### config.mk
export PLATFORM = sky130hd
export DESIGN_NAME = tick_sequencer_flat
export DESIGN_NICKNAME = d
export VERILOG_FILES = /design/src/rtl/tick_seq_pkg.sv /design/src/rtl/tick_sequencer_if.sv /design/src/rtl/tick_timeout_counter.sv /design/src/rtl/tick_sequencer.sv /design/src/flat_wrapper.sv
export SDC_FILE = /design/constraint.sdc
export NUM_CORES = 1
export LEC_CHECK = 0
export CORE_UTILIZATION = 55
export CTS_CLUSTER_SIZE = 25
export DETAILED_ROUTE_END_ITERATION = 7
export GPL_TIMING_DRIVEN = 0
export PLACE_DENSITY = 0.84
export SYNTH_ARGS = -nofsm -noshare
export SYNTH_HDL_FRONTEND = slang
export SYNTH_SLANG_ARGS = --single-unit
export TNS_END_PERCENT = 30
### constraint.sdc
create_clock -name clk -period 3.65 [get_ports clk]
set_clock_uncertainty 0.2 [all_clocks]
set_input_delay 0.365 -clock clk [delete_from_list [all_inputs] [get_ports clk]]
set_output_delay 0.365 -clock clk [all_outputs]
set_load 0.02 [all_outputs]
### src/rtl/tick_seq_pkg.sv
// Shared definitions for the tick sequencer: FSM state encoding and default widths.
package tick_seq_pkg;

  localparam int DEF_NUM_CORES      = 4;
  localparam int DEF_TIMEOUT_CYCLES = 1024;
  localparam int DEF_COUNT_W        = 32;

  typedef enum logic [2:0] {
    IDLE  = 3'd0,
    ISSUE = 3'd1,
    WAIT  = 3'd2,
    DONE  = 3'd3,
    ERROR = 3'd4
  } state_e;

  // A one-cycle timeout still needs a 1-bit counter to hold its zero value.
  function automatic int timer_width(input int cycles);
    return (cycles > 1) ? $clog2(cycles) : 1;
  endfunction

endpackage

### src/rtl/tick_sequencer_if.sv
// Host/core-side signal bundle of the tick sequencer; master drives requests, slave is the sequencer.
interface tick_sequencer_if #(
  parameter int NUM_CORES = tick_seq_pkg::DEF_NUM_CORES,
  parameter int COUNT_W   = tick_seq_pkg::DEF_COUNT_W
);
  logic                 tick_req;
  logic [NUM_CORES-1:0] core_active_mask;
  logic [NUM_CORES-1:0] core_done;
  logic                 clear_error;
  logic [NUM_CORES-1:0] core_tick;
  logic                 tick_ack;
  logic                 tick_done;
  logic                 busy;
  logic [COUNT_W-1:0]   tick_count;
  logic                 error;
  logic [NUM_CORES-1:0] error_core;
  logic                 overrun;

  modport master (
    output tick_req, core_active_mask, core_done, clear_error,
    input  core_tick, tick_ack, tick_done, busy, tick_count, error, error_core, overrun
  );

  modport slave (
    input  tick_req, core_active_mask, core_done, clear_error,
    output core_tick, tick_ack, tick_done, busy, tick_count, error, error_core, overrun
  );
endinterface

### src/rtl/tick_timeout_counter.sv
// Wait-phase timeout counter: load clears, enable increments, terminal flags the last allowed cycle.
module tick_timeout_counter
  import tick_seq_pkg::*;
#(
  parameter int TIMEOUT_CYCLES = DEF_TIMEOUT_CYCLES
) (
  input  logic clk,
  input  logic rst,
  input  logic load,
  input  logic enable,
  output logic terminal
);
  localparam int TIMER_W = timer_width(TIMEOUT_CYCLES);

  logic [TIMER_W-1:0] count_q, count_d;

  always_comb begin
    count_d = count_q;
    if (load)        count_d = '0;
    else if (enable) count_d = count_q + 1'b1;
  end

  // NOTE: sequential state is written with non-blocking assignments so every
  // flop samples the pre-edge values, independent of process ordering.
  always_ff @(posedge clk) begin
    if (rst) count_q <= '0;
    else     count_q <= count_d;
  end

  assign terminal = (count_q == TIMER_W'(TIMEOUT_CYCLES - 1));

endmodule

### src/rtl/tick_sequencer.sv
// Issues one tick to the active neuron cores, waits for every core's done pulse or a timeout.
module tick_sequencer
  import tick_seq_pkg::*;
#(
  parameter int NUM_CORES      = DEF_NUM_CORES,
  parameter int TIMEOUT_CYCLES = DEF_TIMEOUT_CYCLES,
  parameter int COUNT_W        = DEF_COUNT_W
) (
  input logic             clk,
  input logic             rst,
  tick_sequencer_if.slave bus
);
  state_e               state_q, state_d;
  logic [NUM_CORES-1:0] pending_q, pending_d;
  logic [NUM_CORES-1:0] core_tick_q, core_tick_d;
  logic [NUM_CORES-1:0] error_core_q, error_core_d;
  logic [COUNT_W-1:0]   tick_count_q, tick_count_d;
  logic                 tick_ack_q, tick_ack_d;
  logic                 tick_done_q, tick_done_d;
  logic                 busy_q, busy_d;
  logic                 error_q, error_d;
  logic                 overrun_q, overrun_d;
  logic                 timer_load, timer_en, timer_tc;

  tick_timeout_counter #(.TIMEOUT_CYCLES(TIMEOUT_CYCLES)) u_timer (
    .clk      (clk),
    .rst      (rst),
    .load     (timer_load),
    .enable   (timer_en),
    .terminal (timer_tc)
  );

  // NOTE: every signal gets a default before the case so no path leaves one
  // unassigned, which would otherwise infer a latch.
  always_comb begin
    state_d      = state_q;
    pending_d    = pending_q;
    error_d      = error_q;
    error_core_d = error_core_q;
    overrun_d    = overrun_q | (bus.tick_req && (state_q != IDLE));
    timer_load   = 1'b0;
    timer_en     = 1'b0;

    unique case (state_q)
      IDLE: begin
        if (bus.tick_req) begin
          state_d    = ISSUE;
          pending_d  = bus.core_active_mask;
          timer_load = 1'b1;
        end
      end
      ISSUE: begin
        pending_d = pending_q & ~bus.core_done;
        state_d   = (pending_q == '0) ? DONE : WAIT;
      end
      WAIT: begin
        pending_d = pending_q & ~bus.core_done;
        // Completion is tested first so it wins over a same-edge timeout.
        if (pending_d == '0) begin
          state_d = DONE;
        end else if (timer_tc) begin
          state_d      = ERROR;
          error_d      = 1'b1;
          error_core_d = pending_d;
        end else begin
          timer_en = 1'b1;
        end
      end
      DONE: state_d = IDLE;
      ERROR: begin
        if (bus.clear_error) begin
          state_d      = IDLE;
          error_d      = 1'b0;
          error_core_d = '0;
        end
      end
      default: state_d = IDLE;
    endcase

    // Output pulses are registered on entry so they align with the new state.
    core_tick_d  = (state_d == ISSUE) ? pending_d : '0;
    tick_ack_d   = (state_d == ISSUE);
    tick_done_d  = (state_d == DONE);
    tick_count_d = tick_done_d ? tick_count_q + 1'b1 : tick_count_q;
    busy_d       = (state_d != IDLE);
  end

  always_ff @(posedge clk) begin
    if (rst) begin
      state_q      <= IDLE;
      pending_q    <= '0;
      core_tick_q  <= '0;
      error_core_q <= '0;
      tick_count_q <= '0;
      tick_ack_q   <= 1'b0;
      tick_done_q  <= 1'b0;
      busy_q       <= 1'b0;
      error_q      <= 1'b0;
      overrun_q    <= 1'b0;
    end else begin
      state_q      <= state_d;
      pending_q    <= pending_d;
      core_tick_q  <= core_tick_d;
      error_core_q <= error_core_d;
      tick_count_q <= tick_count_d;
      tick_ack_q   <= tick_ack_d;
      tick_done_q  <= tick_done_d;
      busy_q       <= busy_d;
      error_q      <= error_d;
      overrun_q    <= overrun_d;
    end
  end

  assign bus.core_tick  = core_tick_q;
  assign bus.tick_ack   = tick_ack_q;
  assign bus.tick_done  = tick_done_q;
  assign bus.busy       = busy_q;
  assign bus.tick_count = tick_count_q;
  assign bus.error      = error_q;
  assign bus.error_core = error_core_q;
  assign bus.overrun    = overrun_q;

endmodule

### src/flat_wrapper.sv
// flat-port wrapper written by rule: the top's interface ports become plain ports
module tick_sequencer_flat import tick_seq_pkg::*;
#(
  parameter int NUM_CORES      = DEF_NUM_CORES,
  parameter int TIMEOUT_CYCLES = DEF_TIMEOUT_CYCLES,
  parameter int COUNT_W        = DEF_COUNT_W
)
  (clk, rst, bus_tick_req, bus_core_active_mask, bus_core_done, bus_clear_error, bus_core_tick, bus_tick_ack, bus_tick_done, bus_busy, bus_tick_count, bus_error, bus_error_core, bus_overrun);
  tick_sequencer_if #(.NUM_CORES(NUM_CORES), .COUNT_W(COUNT_W)) bus_i ();
  input logic clk;
  input logic rst;
  input wire logic [$bits(bus_i.tick_req)-1:0] bus_tick_req;
  input wire logic [$bits(bus_i.core_active_mask)-1:0] bus_core_active_mask;
  input wire logic [$bits(bus_i.core_done)-1:0] bus_core_done;
  input wire logic [$bits(bus_i.clear_error)-1:0] bus_clear_error;
  output wire logic [$bits(bus_i.core_tick)-1:0] bus_core_tick;
  output wire logic [$bits(bus_i.tick_ack)-1:0] bus_tick_ack;
  output wire logic [$bits(bus_i.tick_done)-1:0] bus_tick_done;
  output wire logic [$bits(bus_i.busy)-1:0] bus_busy;
  output wire logic [$bits(bus_i.tick_count)-1:0] bus_tick_count;
  output wire logic [$bits(bus_i.error)-1:0] bus_error;
  output wire logic [$bits(bus_i.error_core)-1:0] bus_error_core;
  output wire logic [$bits(bus_i.overrun)-1:0] bus_overrun;
  assign bus_i.tick_req = bus_tick_req;
  assign bus_i.core_active_mask = bus_core_active_mask;
  assign bus_i.core_done = bus_core_done;
  assign bus_i.clear_error = bus_clear_error;
  assign bus_core_tick = bus_i.core_tick;
  assign bus_tick_ack = bus_i.tick_ack;
  assign bus_tick_done = bus_i.tick_done;
  assign bus_busy = bus_i.busy;
  assign bus_tick_count = bus_i.tick_count;
  assign bus_error = bus_i.error;
  assign bus_error_core = bus_i.error_core;
  assign bus_overrun = bus_i.overrun;
  tick_sequencer #(.NUM_CORES(NUM_CORES), .TIMEOUT_CYCLES(TIMEOUT_CYCLES), .COUNT_W(COUNT_W)) u_core (.clk(clk), .rst(rst), .bus(bus_i));
endmodule
==> results.ini, run 1 <==
[status]
status=completed

[finish]
layout_commonest_cell=dfxtp_1
num_antenna_cells=0
fin_util_pct=74.08
drive_gt1_share_pct=8.516
areaGrowthSynthToFinish_pct=29.95
fin_cells=481
fill_cells=402
mostFrequentLayoutCells=dfxtp_1, clkdlybuf4s50_1, a21oi_1
num-nets-final=420
final_area_sq_mm=0.003784

[clock_network]
worstSkewPairLatency_ps=340
ctsHoldBuffers=0
clk_path_buf_depth=2
clk_pin_slew_ps=70
post_cts_buffers=0
cts_tree=built
numCtsBuffers=9
post_cts_resized=0
cts_max_level=3
cts-root-buf=clkbuf_8
cts.sinks=62

[sta]
setup-tns-final_ps=0
grt_setup_unrepaired=false
min_period_over_period_pct=73.92
holdWs_ps=264.1
fmax_ghz=0.3706
tightest_slew_ps=1213
maxSlewViolCount=0
hold_viol=0
slew_headroom_pct=17.97
setup_violations=0
layout_min_cycle_time_ps=2698
postLayoutSetupSlackWorst_ps=951.8

[detailed_routing]
dr_total_vias=2833
route.detailed.drc=0
routed_wl_um=7169
postRouteAntennaNets=0
first_pass_iters=5
viasPerCell=5.890
routedWlPerCell_um=14.90
drt_first_iter_violations=164

[synthesis]
syn_area_per_cell_sq_um=8.563
synth_flop_cell=dfxtp_1
async_flop_share_pct=0
synth_seq_cells=62
synth_edf_count=0
ys_seq_area_share_pct=42.63
netlist-cell-type-count=49
synth_cells=340
synth_warnings=0
synth_nets=354
syn_area_sq_mm=0.002912

[min_path]
worstHoldPathCells=1
hold_path_class=register to register

[place]
placed_area_sq_mm=0.003550
port_buffers=55
placed_cells=465
gp_congestion=0.8771
place_ws_ps=750.6
place.detailed.hpwl_um=4814

[grt]
overflow=0
track_usage_pct=27.01
grt_pass1_vias=2437
grt_max_degree=11
grt_pass1_wl_um=11410
antenna_found_initial=0

[die]
fp.dieW_um=74.76
ios=57
die_h_um=74.76
die_area_sq_mm=0.005588
fp-row-count=26
core_sq_mm=0.005107
start_util_pct=57.01

[job]
drv_cap=0

[pwr]
p_total_mw=1.695
leakagePower_nw=1.246
peakVddDrop_mv=0.3764
power.density_mw_per_mm2=447.9

[worst_setup_path]
required_ps=3700
end_kind=register
path_max_fanout=10
startpoint_type=register
rr_worst_depth=6
crit_type=register to register
crit_arrival_ps=2750

## where the power goes
part / leakage [nW] / total (mW) / switching [mW] / internal, mW
Combinational: 0.625 / 0.269 / 0.154 / 0.115
Clock: 0.120 / 0.699 / 0.259 / 0.440
Sequential: 0.501 / 0.726 / 0.0194 / 0.707
## metal layers
| layer | track usage (%) | wire length (um) | up-vias | share of wire [%] |
|---|---|---|---|---|
| met5 | 0 | 0 | - | 0 |
| met4 | 13.21 | 122 | 0 | 1.7 |
| met3 | 4.685 | 332 | 14 | 4.6 |
| met2 | 42.54 | 3426 | 95 | 48 |
| met1 | 35.96 | 3287 | 1334 | 46 |
| li1 | - | - | 1390 | - |
## sequential cells by signal, summed over array words and instances (netlist names)
| register | flops |
|---|---|
| u_core.bus.busy | 1 |
| u_core.bus.core_tick | 4 |
| u_core.bus.error | 1 |
| u_core.bus.error_core | 4 |
| u_core.bus.overrun | 1 |
| u_core.bus.tick_ack | 1 |
| u_core.bus.tick_count | 32 |
| u_core.bus.tick_done | 1 |
| u_core.pending_q | 4 |
| u_core.state_q | 3 |
| u_core.u_timer.count_q | 10 |
## cell families after synthesis
kind of cell	synth area share [%]
buffers and inverters	5.329
adder cells (fa/ha/maj)	1.203
flip-flops	42.63
XOR/XNOR	3.610
AND/OR/NAND/NOR	28.23
multiplexers	1.074
AO/OA/AOI/OAI	17.92
## path summary, 6_finish.rpt
check	end	start	slack [ps]
worst max-delay path	u_core.bus.core_tick[1]$_SDFF_PP0_	u_core.state_q[2]$_SDFF_PP0_	950
worst min-delay path	u_core.bus.error_core[2]$_SDFFE_PP0P_	u_core.bus.error_core[2]$_SDFFE_PP0P_	260
worst max register to register	u_core.bus.core_tick[1]$_SDFF_PP0_	u_core.state_q[2]$_SDFF_PP0_	950
worst min register to register	u_core.bus.error_core[2]$_SDFFE_PP0P_	u_core.bus.error_core[2]$_SDFFE_PP0P_	260
## critical path, cell delays in order, from the launching register on
cell,delay (ps)
dfxtp_1,310
clkbuf_1,210
nor4b_1,1060
a21oi_1,50
o21ai_0,230
nand3b_1,320
a21oi_1,230
## final cells by class
type,instances,area [sq um],area share [%]
sequential,62,1241,32.80
timing repair buffer,55,550.5,14.55
clock inverter,3,65.06,1.720
multi-input combinational,247,1515,40.05
tap,70,87.58,2.315
clock buffer,13,168.9,4.464
buffer,19,110.1,2.910
inverter,12,45.04,1.190
## cells in the mapped netlist (all sizes together) (2+ instances only)
| cell type | number | share of area, % |
|---|---|---|
| nand4 | 14 | 3.0 |
| xnor2 | 5 | 1.5 |
| or3b | 2 | 0.60 |
| nor4b | 2 | 0.82 |
| nand2 | 25 | 3.2 |
| nand3 | 10 | 1.7 |
| nor2b | 2 | 0.43 |
| mux2i | 2 | 0.69 |
| and4 | 4 | 1.2 |
| dfxtp | 62 | 43 |
| o31ai | 15 | 3.9 |
| and3 | 5 | 1.1 |
| nor3 | 5 | 1.4 |
| buf | 9 | 2.5 |
| or2 | 2 | 0.43 |
| nand3b | 2 | 0.52 |
| and2 | 2 | 0.43 |
| ha | 2 | 0.86 |
| nor2 | 26 | 3.4 |
| o2bb2ai | 4 | 1.2 |
| o21ai | 17 | 2.9 |
| or3 | 12 | 2.6 |
| a21oi | 45 | 8.0 |
| or4 | 16 | 4.3 |
| nand2b | 5 | 1.1 |
| clkbuf | 10 | 1.3 |
| nor4 | 4 | 0.86 |
| inv | 12 | 1.5 |
| xor2 | 7 | 2.1 |
(Power assumes the default switching activity.)
==> run 2, diff against run 1 <==
--- a/config.mk
+++ b/config.mk
@@ -5,11 +5,11 @@
 export SDC_FILE = /design/constraint.sdc
 export NUM_CORES = 1
 export LEC_CHECK = 0
-export CORE_UTILIZATION = 55
+export CORE_UTILIZATION = 46
 export CTS_CLUSTER_SIZE = 25
 export DETAILED_ROUTE_END_ITERATION = 7
 export GPL_TIMING_DRIVEN = 0
-export PLACE_DENSITY = 0.84
+export PLACE_DENSITY = 0.75
 export SYNTH_ARGS = -nofsm -noshare
 export SYNTH_HDL_FRONTEND = slang
 export SYNTH_SLANG_ARGS = --single-unit
==> constraint.sdc (replaced) <==
create_clock -name clk -period 2.3 [get_ports clk]
set_clock_uncertainty 0.2 [all_clocks]
set_input_delay 0.23 -clock clk [delete_from_list [all_inputs] [get_ports clk]]
set_output_delay 0.23 -clock clk [all_outputs]
set_load 0.02 [all_outputs]
==> run 2 against run 1 <==
- global-route usage is 4.2 points lower
- power is 66% higher
- non-clock buffer count is 6 higher
- flip-flop and latch count stayed put
- wire length is 2.0% higher
- fmax is 21% higher
- first-iteration DRC count is 31% higher
- design area is 4.7% higher
- register-to-register slack worse by 880 ps
- critical path type unchanged
- critical endpoint is now u_core.bus.tick_count[19]$_SDFFE_PP0N_
- largest cell class unchanged
- highest routed layer unchanged
==> results.ini, run 2 (synthesized netlist as in run 1, its figures left out) <==
[finish]
fill_cells=515  ; +28%
num-nets-final=426  ; +1.4%
layout_commonest_cell=dfxtp_1
drive_gt1_share_pct=13.43  ; +4.9 points
num_antenna_cells=0  ; unchanged
mostFrequentLayoutCells=dfxtp_1, clkdlybuf4s50_1, a21oi_1
final_area_sq_mm=0.003960  ; +4.7%
areaGrowthSynthToFinish_pct=36.01
fin_cells=492  ; +2.3%
largest_reg_flops=32  ; unchanged
fin_util_pct=65.72  ; -8.4 points

[sta]
tightest_slew_ps=700.4  ; -513.0 ps
maxSlewViolCount=0  ; unchanged
slew_headroom_pct=53.18  ; +35 points
holdWs_ps=175.5  ; -88.54 ps
postLayoutSetupSlackWorst_ps=67.13  ; -884.7 ps
hold_viol=0  ; unchanged
fmax_ghz=0.4479  ; +21%
setup-tns-final_ps=0  ; unchanged
min_period_over_period_pct=97.08  ; +23 points
setup_violations=0  ; unchanged
grt_setup_unrepaired=true
layout_min_cycle_time_ps=2233  ; -465.3 ps

[worst_setup_path]
path_max_fanout=10  ; unchanged
path_buf_inv=2  ; +1
startpoint_type=register
cp_num_cells=7  ; +1
cpMaxStageDelayCell=or4_4
rr_endpoint=u_core.bus.tick_count[19]$_SDFFE_PP0N_
path_cells=or4_4 > nor3_4 > a21oi_4 > buf_6 > buf_4 > o31ai_1 > a21oi_1
required_ps=2310  ; -1390 ps
crit_type=register to register
r2r_slack_ps=70  ; -880 ps
cp_top_family=simple AND/OR/NAND/NOR gates
startpoint=u_core.pending_q[0]$_SDFF_PP0_
r2r-start=u_core.pending_q[0]$_SDFF_PP0_
crit_arrival_ps=2240  ; -510 ps
rr_worst_depth=7  ; +1
max_stage_delay_ps=590  ; -470 ps
end_kind=register
endpoint=u_core.bus.tick_count[19]$_SDFFE_PP0N_

[detailed_routing]
postRouteAntennaNets=0  ; unchanged
viasPerCell=5.774  ; -2.0%
route.detailed.drc=0  ; unchanged
routedWlPerCell_um=14.87  ; -0.26%
dr_total_vias=2841  ; +0.28%
first_pass_iters=4  ; -1
drt_first_iter_violations=215  ; +31%
routed_wl_um=7314  ; +2.0%

[place]
place_ws_ps=-414.9  ; -1166 ps
placed_area_sq_mm=0.003556  ; +0.18%
place.detailed.hpwl_um=4875  ; +1.3%
port_buffers=55  ; unchanged
placed_cells=470  ; +1.1%
gp_congestion=0.8596  ; -2.0%

[grt]
overflow=0  ; unchanged
antenna_found_initial=0  ; unchanged
grt_max_degree=12  ; +1
track_usage_pct=22.84  ; -4.2 points
grt_pass1_vias=2497  ; +2.5%
grt_pass1_wl_um=11660  ; +2.2%

[pwr]
power.density_mw_per_mm2=708.3  ; +58%
seq_power_share_pct=41.1  ; -1.8 points
internal-power_mw=2.063  ; +63%
swShare_pct=26.43  ; +0.91 points
p_clk_share_pct=42.8  ; +1.6 points
p_sw_mw=0.7413  ; +71%
leakagePower_nw=1.321  ; +6.0%
p_comb_share_pct=16.2  ; +0.3 points
peakVddDrop_mv=0.4751  ; +26%
p_total_mw=2.805  ; +66%

[die]
ios=57  ; unchanged
die_area_sq_mm=0.006651  ; +19%
fp.dieW_um=81.56  ; +9.1%
core_sq_mm=0.006026  ; +18%
fp-row-count=28  ; +7.7%
start_util_pct=48.32  ; -8.7 points
die_h_um=81.56  ; +9.1%

[clock_network]
cts-root-buf=clkbuf_8
cts.sinks=62  ; unchanged
worstSkewPairLatency_ps=340  ; about the same
cts_max_level=3  ; unchanged
clk_pin_slew_ps=70  ; about the same
ctsHoldBuffers=0  ; unchanged
clk_path_buf_depth=2  ; unchanged
numCtsBuffers=9  ; unchanged
cts_tree=built

[status]
status=completed

[min_path]
hold_path_class=input pin to register

[job]
drv_cap=0  ; unchanged

run 2: power groups by stage:
stage / sequential (mW) / combinational, mW / clock [mW]
2_1_floorplan: 1.21 / 0.242 / 0
6_report: 1.15 / 0.453 / 1.20
3_3_place_gp: 1.17 / 0.410 / 0
3_5_place_dp: 1.18 / 0.417 / 0
4_1_cts: 1.15 / 0.426 / 1.21
5_1_grt: 1.16 / 0.488 / 1.26
run 2: routing by layer:
layer	global-route usage [%]	routed length, um
met2	36.67	3428
met3	4.333	370
met4	9.107	136
met5	0	0
met1	30.03	3379
run 2: timing repair:
item                                   CTS  global route
setup buffers                            1             5
resized for setup                        4            29
pin swaps                                1             5
setup endpoints to repair               42            35
endpoints found under the hold margin    0             0
run 2: area by class of cell:
| type | instances | area [sq um] | area share, % |
|---|---|---|---|
| Inverter | 12 | 45.04 | 1.137 |
| Buffer | 19 | 126.4 | 3.191 |
| Timing Repair Buffer | 61 | 595.6 | 15.04 |
| Sequential cell | 62 | 1244 | 31.41 |
| Clock inverter | 6 | 108.9 | 2.749 |
| Clock buffer | 10 | 137.6 | 3.476 |
| Tap cell | 75 | 93.84 | 2.370 |
| Multi-Input combinational cell | 247 | 1609 | 40.63 |
run 2: worst min path at each step:
stage,startpoint,to,slack [ps],depth (start not counted)
after detailed placement,u_core.bus.error_core[2]$_SDFFE_PP0P_,u_core.bus.error_core[2]$_SDFFE_PP0P_,250,1
after floorplan,bus_tick_req,u_core.bus.overrun$_SDFF_PP0_,170,2
after global routing,rst,u_core.bus.tick_count[31]$_SDFFE_PP0N_,190,3
after global placement,u_core.bus.error_core[1]$_SDFFE_PP0P_,u_core.bus.error_core[1]$_SDFFE_PP0P_,250,1
after CTS,rst,u_core.bus.tick_count[31]$_SDFFE_PP0N_,180,3
final,rst,u_core.bus.tick_count[31]$_SDFFE_PP0N_,180,3
run 2: worst min-delay path, cell delays in order:
cell and delay, ps:
clkbuf_1 180, nor2_1 130, mux2_2 140
